## src/rtl/hamming_pkg.sv

```systemverilog
// Hamming(15,11) shared definitions.
// Provides code geometry constants, parity positions, codeword/data types,
// the collector state type, and helpers for syndrome and data extraction.
// Codeword positions are [1:15] = {p1,p2,d1,p3,d2,d3,d4,p4,d5..d11}, even parity.
package hamming_pkg;

    localparam int unsigned CW_LEN   = 15;
    localparam int unsigned DATA_LEN = 11;
    localparam int unsigned SYN_W    = 4;

    localparam int unsigned P1_POS = 1;
    localparam int unsigned P2_POS = 2;
    localparam int unsigned P4_POS = 4;
    localparam int unsigned P8_POS = 8;

    typedef logic [1:CW_LEN]   codeword_t;
    typedef logic [1:DATA_LEN] data_t;
    typedef logic [SYN_W-1:0]  syndrome_t;

    typedef enum logic {
        ST_IDLE,
        ST_SHIFT
    } rx_state_t;

    function automatic logic is_parity_pos(input int unsigned pos);
        return (pos == P1_POS) || (pos == P2_POS) || (pos == P4_POS) || (pos == P8_POS);
    endfunction

    // Bit k of the syndrome covers every position whose index has bit k set.
    function automatic syndrome_t hm_syndrome(input codeword_t cw);
        syndrome_t s;
        s = '0;
        for (int unsigned i = 1; i <= CW_LEN; i++) begin
            for (int unsigned k = 0; k < SYN_W; k++) begin
                if (i[k]) begin
                    s[k] = s[k] ^ cw[i];
                end
            end
        end
        return s;
    endfunction

    // Data bits occupy the non-power-of-two positions, in ascending order.
    function automatic data_t hm_extract(input codeword_t cw);
        data_t       d;
        int unsigned j;
        d = '0;
        j = 1;
        for (int unsigned i = 1; i <= CW_LEN; i++) begin
            if (!is_parity_pos(i)) begin
                d[j] = cw[i];
                j++;
            end
        end
        return d;
    endfunction

endpackage

```

## src/rtl/hamming_serial_rx_if.sv

```systemverilog
// Serial-in / valid-ready-out bundle for hamming_serial_rx.
// master: upstream channel + downstream consumer (drives ser_in, ser_valid,
//         sof, dout_ready; observes dout, dout_valid, corrected, frame_err,
//         overflow).
// slave : the receiver itself.
interface hamming_serial_rx_if;
    import hamming_pkg::*;

    logic  ser_in;
    logic  ser_valid;
    logic  sof;
    data_t dout;
    logic  dout_valid;
    logic  dout_ready;
    logic  corrected;
    logic  frame_err;
    logic  overflow;

    modport master (
        output ser_in, ser_valid, sof, dout_ready,
        input  dout, dout_valid, corrected, frame_err, overflow
    );

    modport slave (
        input  ser_in, ser_valid, sof, dout_ready,
        output dout, dout_valid, corrected, frame_err, overflow
    );

endinterface

```

## src/rtl/hamming_syndrome_correct.sv

```systemverilog
// Combinational Hamming(15,11) single-error corrector.
// Ports:
//   code      in  : received codeword, positions [1:15]
//   data      out : corrected data d1..d11
//   corrected out : 1 when the syndrome was nonzero
module hamming_syndrome_correct
    import hamming_pkg::*;
(
    input  codeword_t code,
    output data_t     data,
    output logic      corrected
);

    syndrome_t syn;
    codeword_t fixed;

    always_comb begin
        syn   = hm_syndrome(code);
        fixed = code;
        // Nonzero syndrome is the index of the flipped position.
        if (syn != '0) begin
            fixed[syn] = ~fixed[syn];
        end
        data      = hm_extract(fixed);
        corrected = (syn != '0);
    end

endmodule

```

## src/rtl/hamming_serial_rx.sv

```systemverilog
// Serial Hamming(15,11) receive stage.
// Collects 15 serial bits (position 1 first), checks/corrects the word one
// cycle later and holds the 11-bit result in a single-entry valid/ready slot.
// Ports:
//   clk, rst : clock, asynchronous active-high reset
//   bus      : hamming_serial_rx_if.slave (ser_in, ser_valid, sof, dout,
//              dout_valid, dout_ready, corrected, frame_err, overflow)
module hamming_serial_rx
    import hamming_pkg::*;
(
    input  logic               clk,
    input  logic               rst,
    hamming_serial_rx_if.slave bus
);

    rx_state_t state, state_n;
    logic [3:0] count, count_n;
    logic       shift_en;
    logic       load_chk;
    logic       frame_err_n;

    codeword_t  shreg;
    codeword_t  chk_reg;
    logic       chk_pend;

    data_t      fix_data;
    logic       fix_corr;
    logic       slot_free;

    data_t      dout_q;
    logic       dout_valid_q;
    logic       corrected_q;
    logic       frame_err_q;
    logic       overflow_q;

    always_comb begin
        state_n     = state;
        count_n     = count;
        shift_en    = 1'b0;
        load_chk    = 1'b0;
        frame_err_n = 1'b0;
        unique case (state)
            ST_IDLE: begin
                if (bus.ser_valid && bus.sof) begin
                    shift_en = 1'b1;
                    count_n  = 4'd1;
                    state_n  = ST_SHIFT;
                end
            end
            ST_SHIFT: begin
                if (bus.ser_valid) begin
                    shift_en = 1'b1;
                    if (bus.sof) begin
                        // Abort partial frame; this bit is position 1 of the next.
                        frame_err_n = 1'b1;
                        count_n     = 4'd1;
                    end else if (count == 4'(CW_LEN - 1)) begin
                        load_chk = 1'b1;
                        count_n  = '0;
                        state_n  = ST_IDLE;
                    end else begin
                        count_n = count + 4'd1;
                    end
                end
            end
            default: state_n = ST_IDLE;
        endcase
    end

    always_ff @(posedge clk or posedge rst) begin
        if (rst) begin
            state <= ST_IDLE;
            count <= '0;
        end else begin
            state <= state_n;
            count <= count_n;
        end
    end

    hamming_syndrome_correct u_fix (
        .code      (chk_reg),
        .data      (fix_data),
        .corrected (fix_corr)
    );

    // Same-edge consume and load keeps the slot full without a bubble.
    assign slot_free = !dout_valid_q || bus.dout_ready;

    always_ff @(posedge clk or posedge rst) begin
        if (rst) begin
            shreg        <= '0;
            chk_reg      <= '0;
            chk_pend     <= 1'b0;
            dout_q       <= '0;
            dout_valid_q <= 1'b0;
            corrected_q  <= 1'b0;
            frame_err_q  <= 1'b0;
            overflow_q   <= 1'b0;
        end else begin
            // Left shift: after 15 shifts position 1 lands at index 1.
            if (shift_en) begin
                shreg <= {shreg[2:CW_LEN], bus.ser_in};
            end
            if (load_chk) begin
                chk_reg <= {shreg[2:CW_LEN], bus.ser_in};
            end
            chk_pend    <= load_chk;
            frame_err_q <= frame_err_n;
            overflow_q  <= chk_pend && !slot_free;
            if (chk_pend && slot_free) begin
                dout_q       <= fix_data;
                corrected_q  <= fix_corr;
                dout_valid_q <= 1'b1;
            end else if (bus.dout_ready) begin
                dout_valid_q <= 1'b0;
            end
        end
    end

    assign bus.dout       = dout_q;
    assign bus.dout_valid = dout_valid_q;
    assign bus.corrected  = corrected_q;
    assign bus.frame_err  = frame_err_q;
    assign bus.overflow   = overflow_q;

endmodule

```

## src/flat_wrapper.sv

```systemverilog
// flat-port wrapper written by rule: the top's interface ports become plain ports
module hamming_serial_rx_flat import hamming_pkg::*;
  (clk, rst, bus_ser_in, bus_ser_valid, bus_sof, bus_dout_ready, bus_dout, bus_dout_valid, bus_corrected, bus_frame_err, bus_overflow);
  hamming_serial_rx_if bus_i ();
  input  logic clk;
  input  logic rst;
  input wire logic [$bits(bus_i.ser_in)-1:0] bus_ser_in;
  input wire logic [$bits(bus_i.ser_valid)-1:0] bus_ser_valid;
  input wire logic [$bits(bus_i.sof)-1:0] bus_sof;
  input wire logic [$bits(bus_i.dout_ready)-1:0] bus_dout_ready;
  output wire logic [$bits(bus_i.dout)-1:0] bus_dout;
  output wire logic [$bits(bus_i.dout_valid)-1:0] bus_dout_valid;
  output wire logic [$bits(bus_i.corrected)-1:0] bus_corrected;
  output wire logic [$bits(bus_i.frame_err)-1:0] bus_frame_err;
  output wire logic [$bits(bus_i.overflow)-1:0] bus_overflow;
  assign bus_i.ser_in = bus_ser_in;
  assign bus_i.ser_valid = bus_ser_valid;
  assign bus_i.sof = bus_sof;
  assign bus_i.dout_ready = bus_dout_ready;
  assign bus_dout = bus_i.dout;
  assign bus_dout_valid = bus_i.dout_valid;
  assign bus_corrected = bus_i.corrected;
  assign bus_frame_err = bus_i.frame_err;
  assign bus_overflow = bus_i.overflow;
  hamming_serial_rx u_core (.clk(clk), .rst(rst), .bus(bus_i));
endmodule
```

## config.mk

```make
export PLATFORM = sky130hd
export DESIGN_NAME = hamming_serial_rx_flat
export DESIGN_NICKNAME = d
export VERILOG_FILES = /design/src/rtl/hamming_pkg.sv /design/src/rtl/hamming_serial_rx_if.sv /design/src/rtl/hamming_syndrome_correct.sv /design/src/rtl/hamming_serial_rx.sv /design/src/flat_wrapper.sv
export SDC_FILE = /design/constraint.sdc
export NUM_CORES = 1
export LEC_CHECK = 0
export BUFFER_PORTS_ARGS = -buffer_cell sky130_fd_sc_hd__buf_2
export CAP_MARGIN = 20
export CORE_MARGIN = 3
export CORE_UTILIZATION = 54
export CTS_BUF_LIST = sky130_fd_sc_hd__clkbuf_16
export CTS_CLUSTER_DIAMETER = 100
export DETAILED_ROUTE_END_ITERATION = 8
export HOLD_SLACK_MARGIN = 0.1
export MAX_ROUTING_LAYER = met4
export PLACE_DENSITY = 0.75
export SLEW_MARGIN = 15
export SYNTH_ARGS = -nofsm -noshare
export SYNTH_HDL_FRONTEND = slang
export SYNTH_SLANG_ARGS = --single-unit
```

## constraint.sdc

```tcl
create_clock -name clk -period 2.4 [get_ports clk]
set_input_delay 0 -clock clk [delete_from_list [all_inputs] [get_ports clk]]
set_output_delay 0 -clock clk [all_outputs]
set_load 0.1 [all_outputs]
```

==> results of run 1 <==
layout make-up:
| type | count | area, um2 | area share, % |
|---|---|---|---|
| clock buffers | 5 | 125 | 3.26 |
| clock inverters | 2 | 11.3 | 0.294 |
| inverters | 5 | 18.8 | 0.489 |
| multi-input cells | 199 | 1830 | 47.8 |
| flip-flops and latches | 50 | 1250 | 32.6 |
| well taps | 70 | 87.6 | 2.28 |
| repair buffers | 70 | 508 | 13.2 |
where the power goes:
part	switching, mW	leakage (nW)	internal (mW)
Clock	0.291	0.0671	0.377
Sequential	0.0766	0.648	0.945
Combinational	0.0767	1.00	0.106
Total	0.444	1.72	1.43
cells by family (layout without fill, tap and decap cells):
family / after synthesis / in the layout
xor gates and xnor gates: 32 / 32
muxes: 35 / 35
DFF: 50 / 50
and+or+nand+nor: 80 / 80
AOI/OAI and AO/OA: 46 / 46
buffers and inverters: 21 / 82
adders and majority gates: 6 / 6
layer usage:
layer	GRT usage (%)	share of wire (%)	up-vias
li1	-	-	1074
met3	4.06	3.2	10
met2	34.8	51	45
met4	5.57	1.7	0
met1	26.6	44	1087
met5	-	0	-
cell usage in the layout (no fill, tap or decap), types with 7 or more instances in the layout:
cell     count
xnor2_2      8
a21oi_1      7
mux2i_1      7
o21ai_0     10
nor3_1       8
buf_2       20
nor2_1       7
nand2_1     29
buf_4       42
xor2_1       8
mux2_2      27
dfrtp_1     50
repair_timing:
action / CTS / global route
setup buffers: 3 / 4
gates cloned: 0 / 0
setup endpoints to repair: 11 / 11
pin swaps: 14 / 15
hold buffers: 5 / 0
endpoints found under the hold margin: 57 / 0
gates resized for setup: 21 / 25
worst max-delay path, delay by kind of cell (launching register included):
| family | cells | cell delay (ns) |
|---|---|---|
| XOR/XNOR | 2 | 0.82 |
| buffers and inverters | 1 | 0.19 |
| multiplexers | 1 | 0.27 |
| flip-flops | 1 | 0.42 |
| AO/OA/AOI/OAI | 3 | 0.62 |
| AND/OR/NAND/NOR | 1 | 0.09 |
worst paths after layout:
check | to | slack (ns) | cells after the start | from
worst max-delay path | u_core.bus.dout[9] | -0.13 | 8 | u_core.chk_reg[10]
worst min-delay path | u_core.bus.dout[1] | 0.19 | 3 | rst
worst max register to register | u_core.bus.dout[9] | -0.13 | 8 | u_core.chk_reg[10]
worst min register to register | u_core.bus.corrected | 0.47 | 2 | u_core.bus.corrected
max in group asynchronous | u_core.chk_reg[8] | 1.72 | 4 | rst
min in group clk | u_core.bus.corrected | 0.47 | 2 | u_core.bus.corrected
stage by stage:
stage	utilization (%)	power [mW]
final	73.7	1.87
after global routing	73.7	1.96
after CTS	70.5	1.88
after detailed placement	63.8	1.21
after global placement	63.8	1.20
after floorplan	-	1.14
==> results.sh, run 1 <==
export IMPL_holdWs_ns=0.192
export IMPL_synth_area_mux_share_pct=13.0
export IMPL_synth_async_sr_flop_share_pct=100
export IMPL_yosysSeqAreaShare_pct=42.3
export IMPL_vias=2216
export IMPL_ir_drop_mv=0.472
export IMPL_status="finished, violations left"
export IMPL_setup_ws_ns=-0.126
export IMPL_die_y_um=80.0
export IMPL_synth_most_common_cell="dfrtp_1"
export IMPL_synth_edff_count=0
export IMPL_hold_class="input pin to async pin"
export IMPL_die_w_um=80.0
export IMPL_grt_ovfl_total=0
export IMPL_fmax_ghz=0.396
export IMPL_numCtsBuffers=5
export IMPL_critPathLaunchType="flip-flop"
export IMPL_largest_reg_flops=15
export IMPL_avgSynthCellArea_um2=11.0
export IMPL_critPathSlowestCell="xnor3_4"
export IMPL_synthesis_area_um2=2960
export IMPL_ys_ff_latch=50
export IMPL_dieArea_um2=6400
export IMPL_synth_top_family_by_area="XOR/XNOR gates"
export IMPL_synth_top_area_cell="dfrtp_1"
export IMPL_dp_cells=381
export IMPL_netlist_instances=270
export IMPL_final_hold_viol_count=0
export IMPL_boundaryPins=21
export IMPL_cts_tree="built"
export IMPL_wire_per_inst_um=15.7
export IMPL_critPathRequiredTime_ns=2.57
export IMPL_instances_no_fill=401
export IMPL_root_buffer="clkbuf_16"
export IMPL_pre_cts_slack_ns=-0.151
export IMPL_fin_crit_ns=2.53
export IMPL_violations="negative setup slack"
export IMPL_gp_congestion=0.947
export IMPL_drt_iter0_markers=104
export IMPL_port_buffers=20
export IMPL_clock_latency_ns=0.29
export IMPL_synth_compound_area_share_pct=10.4
export IMPL_place_area_um2=3320
export IMPL_grt_max_degree=51
export IMPL_area_growth_pct=29.6
export IMPL_grt_pass1_vias=2116
export IMPL_clock_sinks=50
export IMPL_design_area_um2=3830
export IMPL_setup_worst_path_end_class="flip-flop"
export IMPL_core_area_um2=5200
export IMPL_fillers=367
export IMPL_crit_fanout=5
export IMPL_drtAntennaViolNets=0
export IMPL_cp_cell_sequence="buf_4, xor2_1, xnor3_4, mux2i_1, o211ai_1, o31ai_4, nor4b_2, o31ai_1"
export IMPL_htreeDepth=2
export IMPL_routed_wirelength_um=6300
export IMPL_synth_flop_cell="dfrtp_1"
export IMPL_num_rows=26
export IMPL_synth_xor_area_share_pct=14.2
export IMPL_grt_pass1_wl_um=10100
export IMPL_setup_tns_ns=-0.279
export IMPL_drc=0
export IMPL_start_util_pct=56.9
export IMPL_arrival_ns=2.70
export IMPL_path_clk_slew_ns=0.06
export IMPL_synth_warnings=0
export IMPL_antenna_found_initial=0
export IMPL_nNetsFinal=339
export IMPL_synth_cell_type_count=53
export IMPL_slew_headroom_pct=56.7
export IMPL_finalSetupViolCount=5
export IMPL_worstMarginPinSlew_ns=0.648
export IMPL_post_route_period_util_pct=105
export IMPL_cts_path_max_buffers=2
export IMPL_drive_above_1_share_pct=44.4
export IMPL_viasPerCell=5.53
export IMPL_synth_common_cells="dfrtp_1, nand2_1, mux2_2, xnor2_1, o21ai_0"
export IMPL_p_leak_nw=1.72
export IMPL_n_antenna_cell=0
export IMPL_slowest_delay_ns=0.49
export IMPL_cap_violations=0
export IMPL_dp_hpwl_um=4260
export IMPL_crit_type="flip-flop to flip-flop"
export IMPL_pwr_density_cell_nw_per_um2=488
export IMPL_finClkSkew_ns=0.00384
export IMPL_drtPass1Iterations=4
export IMPL_synth_simple_area_share_pct=13.2
export IMPL_grt_usage_pct=21.0
export IMPL_syn_num_nets=278
export IMPL_slew_viol_final=0
export IMPL_rsz0062_at_grt="true"
export IMPL_synth_top_cells_by_area="dfrtp_1, mux2_2, nand2_1"
export IMPL_synth_adder_area_share_pct=2.24
export IMPL_netlist_area_leader_share_pct=42.3
Power figures use the tool's default switching activity.
==> run 2, diff against run 1 <==
- CELL_PAD_IN_SITES_DETAIL_PLACEMENT: not set -> 2
- CELL_PAD_IN_SITES_GLOBAL_PLACEMENT: not set -> 2
- CORE_UTILIZATION: 54 -> 36
- CTS_CLUSTER_SIZE: not set -> 28
- PLACE_DENSITY: 0.75 -> not set
- PLACE_DENSITY_LB_ADDON: not set -> 0.1
==> run 2 against run 1 <==
The flow still finishes with violations (negative setup slack). Highest routed layer unchanged. Critical path type unchanged. Die area increased by 46%. Final cell count rose by 9.2%. Global-route usage shrank 1.2 points.
==> results.sh, run 2 (synthesized netlist as in run 1, its figures left out) <==
export IMPL_status="finished, violations left"
export IMPL_violations="negative setup slack"
export IMPL_design_area_um2=3900
export IMPL_antenna_found_initial=0
export IMPL_grt_pass1_vias=2530
export IMPL_ir_drop_mv=0.283
export IMPL_final_cell_mix="buf_4, dfrtp_1, nand2_1, mux2_2, buf_2"
export IMPL_grt_max_degree=51
export IMPL_clock_latency_ns=0.29
export IMPL_gp_congestion=0.799
export IMPL_dieArea_um2=9340
export IMPL_arrival_ns=2.69
export IMPL_num_rows=32
export IMPL_vias=2310
export IMPL_crit_type="flip-flop to flip-flop"
export IMPL_path_clk_slew_ns=0.07
export IMPL_pwr_density_cell_nw_per_um2=523
export IMPL_port_buffers=20
export IMPL_drt_iter0_markers=54
export IMPL_slew_headroom_pct=52.5
export IMPL_fmax_ghz=0.395
export IMPL_drive_above_1_share_pct=45.2
export IMPL_viasPerCell=5.27
export IMPL_final_util_pct=49.6
export IMPL_critPathRequiredTime_ns=2.56
export IMPL_wire_per_inst_um=20.4
export IMPL_setup_ws_ns=-0.130
export IMPL_cts_path_max_buffers=2
export IMPL_dp_hpwl_um=5730
export IMPL_core_area_um2=7850
export IMPL_die_y_um=96.7
export IMPL_cts_tree="built"
export IMPL_hold_class="input pin to async pin"
export IMPL_drtAntennaViolNets=0
export IMPL_setup_worst_path_end_class="flip-flop"
export IMPL_rsz0062_at_grt="true"
export IMPL_slew_viol_final=0
export IMPL_drc=0
export IMPL_grt_pass1_wl_um=14300
export IMPL_area_growth_pct=31.7
export IMPL_die_w_um=96.7
export IMPL_post_route_period_util_pct=105
export IMPL_critPathLaunchType="flip-flop"
export IMPL_register_area_um2=1250
export IMPL_multi_input_area_um2=1800
export IMPL_n_antenna_cell=0
export IMPL_total_power_mw=2.04
export IMPL_largest_reg_flops=15
export IMPL_grt_usage_pct=19.8
export IMPL_routed_wirelength_um=8950
export IMPL_crit_fanout=7
export IMPL_nNetsFinal=343
export IMPL_fillers=817
export IMPL_finClkSkew_ns=0.00593
export IMPL_worstMarginPinSlew_ns=0.711
export IMPL_boundaryPins=21
export IMPL_grt_ovfl_total=0
export IMPL_clock_sinks=50
export IMPL_place_area_um2=3410
export IMPL_p_leak_nw=1.73
export IMPL_htreeDepth=2
export IMPL_cap_violations=0
export IMPL_root_buffer="clkbuf_16"
export IMPL_drtPass1Iterations=4
export IMPL_finalSetupViolCount=9
export IMPL_numCtsBuffers=5
export IMPL_final_hold_viol_count=0
export IMPL_setup_tns_ns=-0.751
export IMPL_fin_crit_ns=2.53
export IMPL_start_util_pct=37.7
==> run 2: final cells by class <==
cell class | instances | share of cell area, %
multi-input cells | 199 | 46.1
flip-flops and latches | 50 | 32.2
repair buffers | 74 | 13.6
well taps | 102 | 3.28
clock buffers | 5 | 3.21
clock inverters | 3 | 1.12
inverters | 5 | 0.482
==> run 2: repair_timing <==
action | CTS | global route
endpoints found under the setup margin | 11 | 11
resized for setup | 21 | 16
buffers inserted | 4 | 3
pin swaps | 9 | 11
hold buffers | 5 | 0
endpoints found under the hold margin | 57 | 0
==> run 2: report_power, final <==
part	internal [mW]	switching, mW
Clock	0.495	0.335
Combinational	0.104	0.0801
Sequential	0.944	0.0809
Total	1.54	0.496
==> run 2: worst max-delay path, cell delays in order, from the launching register on <==
cell     delay [ns]
dfrtp_2        0.49
xnor2_2        0.28
xnor2_2        0.16
buf_4          0.17
nor3_1         0.31
a21oi_1        0.16
buf_4          0.22
nor3_1         0.27
mux2i_1        0.25
o21ai_1        0.08
==> run 2: per-stage QoR <==
stage	instances	worst slack, ns	hold slack [ns]
after floorplan	270	0.0428	0.137
after detailed placement	418	-0.122	0.211
final	438	-0.130	0.425
after global placement	418	-0.0481	0.208
after CTS	435	-0.0611	0.455
after global routing	438	-0.258	0.497
==> run 2: routing by layer <==
layer  GRT usage, %  vias up  share of wire (%)
li1               -     1085                  -
met4           5.62        0                2.3
met3           3.32       13                2.8
met2           34.6       29                 53
met5              -        -                  0
met1           23.7     1183                 42
==> run 2: path summary, 6_finish.rpt <==
| check | startpoint | endpoint | slack (ns) | depth (start not counted) |
|---|---|---|---|---|
| max | u_core.chk_reg[10] | u_core.bus.dout[1] | -0.13 | 9 |
| min | rst | u_core.bus.dout_valid | 0.43 | 4 |
| max reg2reg | u_core.chk_reg[10] | u_core.bus.dout[1] | -0.13 | 9 |
| min reg2reg | u_core.bus.dout[4] | u_core.bus.dout[4] | 0.47 | 2 |
| max in group asynchronous | rst | u_core.chk_reg[10] | 1.50 | 4 |
| min in group clk | u_core.bus.dout[4] | u_core.bus.dout[4] | 0.47 | 2 |
==> run 3, diff against run 2 <==
- ABC_AREA: not set -> 1
- CORE_UTILIZATION: 36 -> 33
==> run 3 against run 2 <==
The flow now finishes without violations. Global-route usage decreased by 2.2 points. Cell area down 7.8%. Sequential share of layout area up 2.9 points. Synthesized cell count up 50%. Count of clock-buffer cells in the layout unchanged. Hold slack worse by 0.17 ns. Die area increased by 16%.
==> results.sh, run 3 <==
export IMPL_critPathLaunchType="flip-flop"
export IMPL_gp_congestion=0.790
export IMPL_combPwrFrac_pct=10.0
export IMPL_synth_top_cells_by_area="dfrtp_1, nand2_1, o21ai_0"
export IMPL_synth_xor_area_share_pct=5.77
export IMPL_r2r_start="u_core.chk_reg[1]"
export IMPL_fmax_ghz=0.465
export IMPL_drtPass1Iterations=4
export IMPL_drt_iter0_markers=47
export IMPL_n_antenna_cell=0
export IMPL_startpoint="u_core.chk_reg[1]"
export IMPL_grt_ovfl_total=0
export IMPL_netlist_instances=404
export IMPL_yosysSeqAreaShare_pct=39.5
export IMPL_arrival_ns=2.38
export IMPL_numCtsBuffers=5
export IMPL_final_cell_mix="nand2_1, dfrtp_1, nor2_1, o21ai_0, inv_1"
export IMPL_htreeDepth=2
export IMPL_worstMarginPinSlew_ns=0.780
export IMPL_core_area_um2=9280
export IMPL_area_growth_pct=13.4
export IMPL_path_clk_slew_ns=0.07
export IMPL_reg2reg_setup_slack_ns=0.25
export IMPL_pre_cts_slack_ns=0.0740
export IMPL_ys_ff_latch=50
export IMPL_synth_top_area_cell="dfrtp_1"
export IMPL_critPathRequiredTime_ns=2.63
export IMPL_netlist_area_leader_share_pct=39.5
export IMPL_setup_ws_ns=0.250
export IMPL_critical_path_depth=14
export IMPL_synth_compound_area_share_pct=6.72
export IMPL_antenna_found_initial=0
export IMPL_clock_latency_ns=0.30
export IMPL_syn_num_nets=412
export IMPL_synth_edff_count=0
export IMPL_cap_violations=0
export IMPL_crit_end="u_core.bus.dout[6]"
export IMPL_dieArea_um2=10800
export IMPL_fin_crit_ns=2.15
export IMPL_synth_async_sr_flop_share_pct=100
export IMPL_power_share_clock_pct=40.0
export IMPL_synth_cell_type_count=35
export IMPL_routed_wirelength_um=8540
export IMPL_num_rows=35
export IMPL_crit_top_cell="nand2_1"
export IMPL_setup_worst_path_end_class="flip-flop"
export IMPL_wire_per_inst_um=15.2
export IMPL_slowest_delay_ns=0.51
export IMPL_p_leak_nw=1.73
export IMPL_power_switching_uw=495
export IMPL_pwr_density_cell_nw_per_um2=516
export IMPL_grt_max_degree=33
export IMPL_grt_pass1_vias=3013
export IMPL_post_route_period_util_pct=89.6
export IMPL_fillers=1114
export IMPL_finClkSkew_ns=0.00682
export IMPL_slew_headroom_pct=47.8
export IMPL_grt_pass1_wl_um=15000
export IMPL_r2r_end="u_core.bus.dout[6]"
export IMPL_drtAntennaViolNets=0
export IMPL_synth_flop_cell="dfrtp_1"
export IMPL_critPathSlowestCell="dfrtp_2"
export IMPL_wl_met1_um=3750
export IMPL_start_util_pct=34.1
export IMPL_finalSetupViolCount=0
export IMPL_hold_class="input pin to async pin"
export IMPL_slew_viol_final=0
export IMPL_drc=0
export IMPL_status="completed"
export IMPL_cts_tree="built"
export IMPL_rsz0062_at_grt="false"
export IMPL_cp_cell_sequence="xor2_2, nand2_1, nand3_1, nand2_1, nand2_2, nand2_2, nor2_2, inv_1, buf_4, nor2_1, nor2_1, nor2_2, nand2_1, nand2_1"
export IMPL_sw_frac_of_total_pct=26.8
export IMPL_grt_usage_pct=17.7
export IMPL_cp_top_family="simple AND/OR/NAND/NOR gates"
export IMPL_largest_reg_flops=15
export IMPL_pwr_share_seq_pct=50.0
export IMPL_die_y_um=104
export IMPL_synth_adder_area_share_pct=0.790
export IMPL_reg2reg_depth=14
export IMPL_viasPerCell=4.72
export IMPL_cp_num_buf_inv=2
export IMPL_synth_warnings=0
export IMPL_synth_common_cells="nand2_1, dfrtp_1, nor2_1, inv_1, o21ai_0"
export IMPL_synth_area_mux_share_pct=0
export IMPL_root_buffer="clkbuf_16"
export IMPL_final_hold_viol_count=0
export IMPL_dp_hpwl_um=6450
export IMPL_wl_met3_um=134
export IMPL_port_buffers=20
export IMPL_crit_type="flip-flop to flip-flop"
export IMPL_wl_met2_um=4570
export IMPL_nNetsFinal=439
export IMPL_boundaryPins=21
export IMPL_synth_most_common_cell="nand2_1"
export IMPL_vias=2650
export IMPL_synth_top_family_by_area="simple AND/OR/NAND/NOR gates"
export IMPL_cts_path_max_buffers=2
export IMPL_power_internal_mw=1.36
export IMPL_cts_setup_buffers=0
export IMPL_clock_sinks=50
export IMPL_drive_above_1_share_pct=25.7
export IMPL_ir_drop_mv=0.266
export IMPL_die_w_um=104
export IMPL_crit_fanout=6
export IMPL_setup_tns_ns=0
export IMPL_avgSynthCellArea_um2=7.84
export IMPL_highest_layer="met4"
export IMPL_synthesis_area_um2=3170
export IMPL_mostFrequentLayoutCell="nand2_1"
export IMPL_synth_simple_area_share_pct=36.3
==> run 3: cell types whose count changed in the layout (fill, tap and decap cells not counted), sizes merged, moves of 7 or more <==
cell / change
buf: -37
inv: +40
mux2: -28
mux2i: -7
nand2: +112
nand3: +30
nor2: +35
nor3: -8
o21ai: +19
==> run 3: layout make-up <==
type                    instances  area, um2  share of cell area, %
multi-input cells             290       1570                   43.7
well taps                     129        161                   4.49
clock buffers                   5        125                   3.48
clock inverters                 3       28.8                  0.801
flip-flops and latches         50       1260                   35.1
inverters                      46        183                   5.09
repair buffers                 38        263                   7.32
==> run 3: cell families after synthesis <==
kind of cell | Yosys count
compound gates | 39
xor+xnor | 17
fa+ha+maj | 2
buf+inv | 64
flops | 50
simple gates | 232
==> run 3: worst min-delay path by stage <==
stage	slack [ns]	cells past startpoint	from	endpoint
2_1_floorplan	0.12	2	bus_ser_in	u_core.chk_reg[0]
3_3_place_gp	0.03	2	rst	u_core.chk_pend
3_5_place_dp	0.03	2	rst	u_core.bus.overflow
4_1_cts	0.26	3	rst	u_core.chk_pend
5_1_grt	0.31	3	rst	u_core.bus.dout_valid
6_report	0.26	3	rst	u_core.chk_reg[0]
==> run 3: tightest hold or removal path: cells and delay by family <==
kind,cells,cell delay (ns)
buffers and inverters,3,0.99
==> run 3: repair_timing <==
action,4_1_cts,5_1_grt
gates resized for setup,0,9
hold buffers,6,0
endpoints found under the setup margin,0,11
hold endpoints to repair,28,0
==> run 3: per-layer routing <==
layer | GRT usage, % | vias up
li1 | - | 1304
met1 | 21.5 | 1327
met2 | 31.4 | 15
met3 | 2.30 | 4
met4 | 3.99 | 0
met5 | - | -
==> run 3: power groups by stage <==
stage                     registers (mW)  logic, mW  clock network (mW)
after floorplan                    0.939      0.132                   0
after global placement             0.940      0.177                   0
after detailed placement           0.943      0.183                   0
after CTS                          0.926      0.192               0.774
after global routing               0.932      0.225               0.812
final                              0.925      0.186               0.741
==> run 3: per-stage QoR <==
stage | hold slack (ns) | cells | util (%) | total power [mW] | area, um2
finish | 0.259 | 561 | 38.7 | 1.85 | 3590
global route | 0.314 | 561 | 38.7 | 1.97 | 3590
CTS | 0.262 | 561 | 38.5 | 1.89 | 3580
detailed placement | 0.0336 | 547 | 36.2 | 1.13 | 3360
global placement | 0.0279 | 547 | 36.2 | 1.12 | 3360
floorplan | 0.121 | 404 | - | 1.07 | 3170
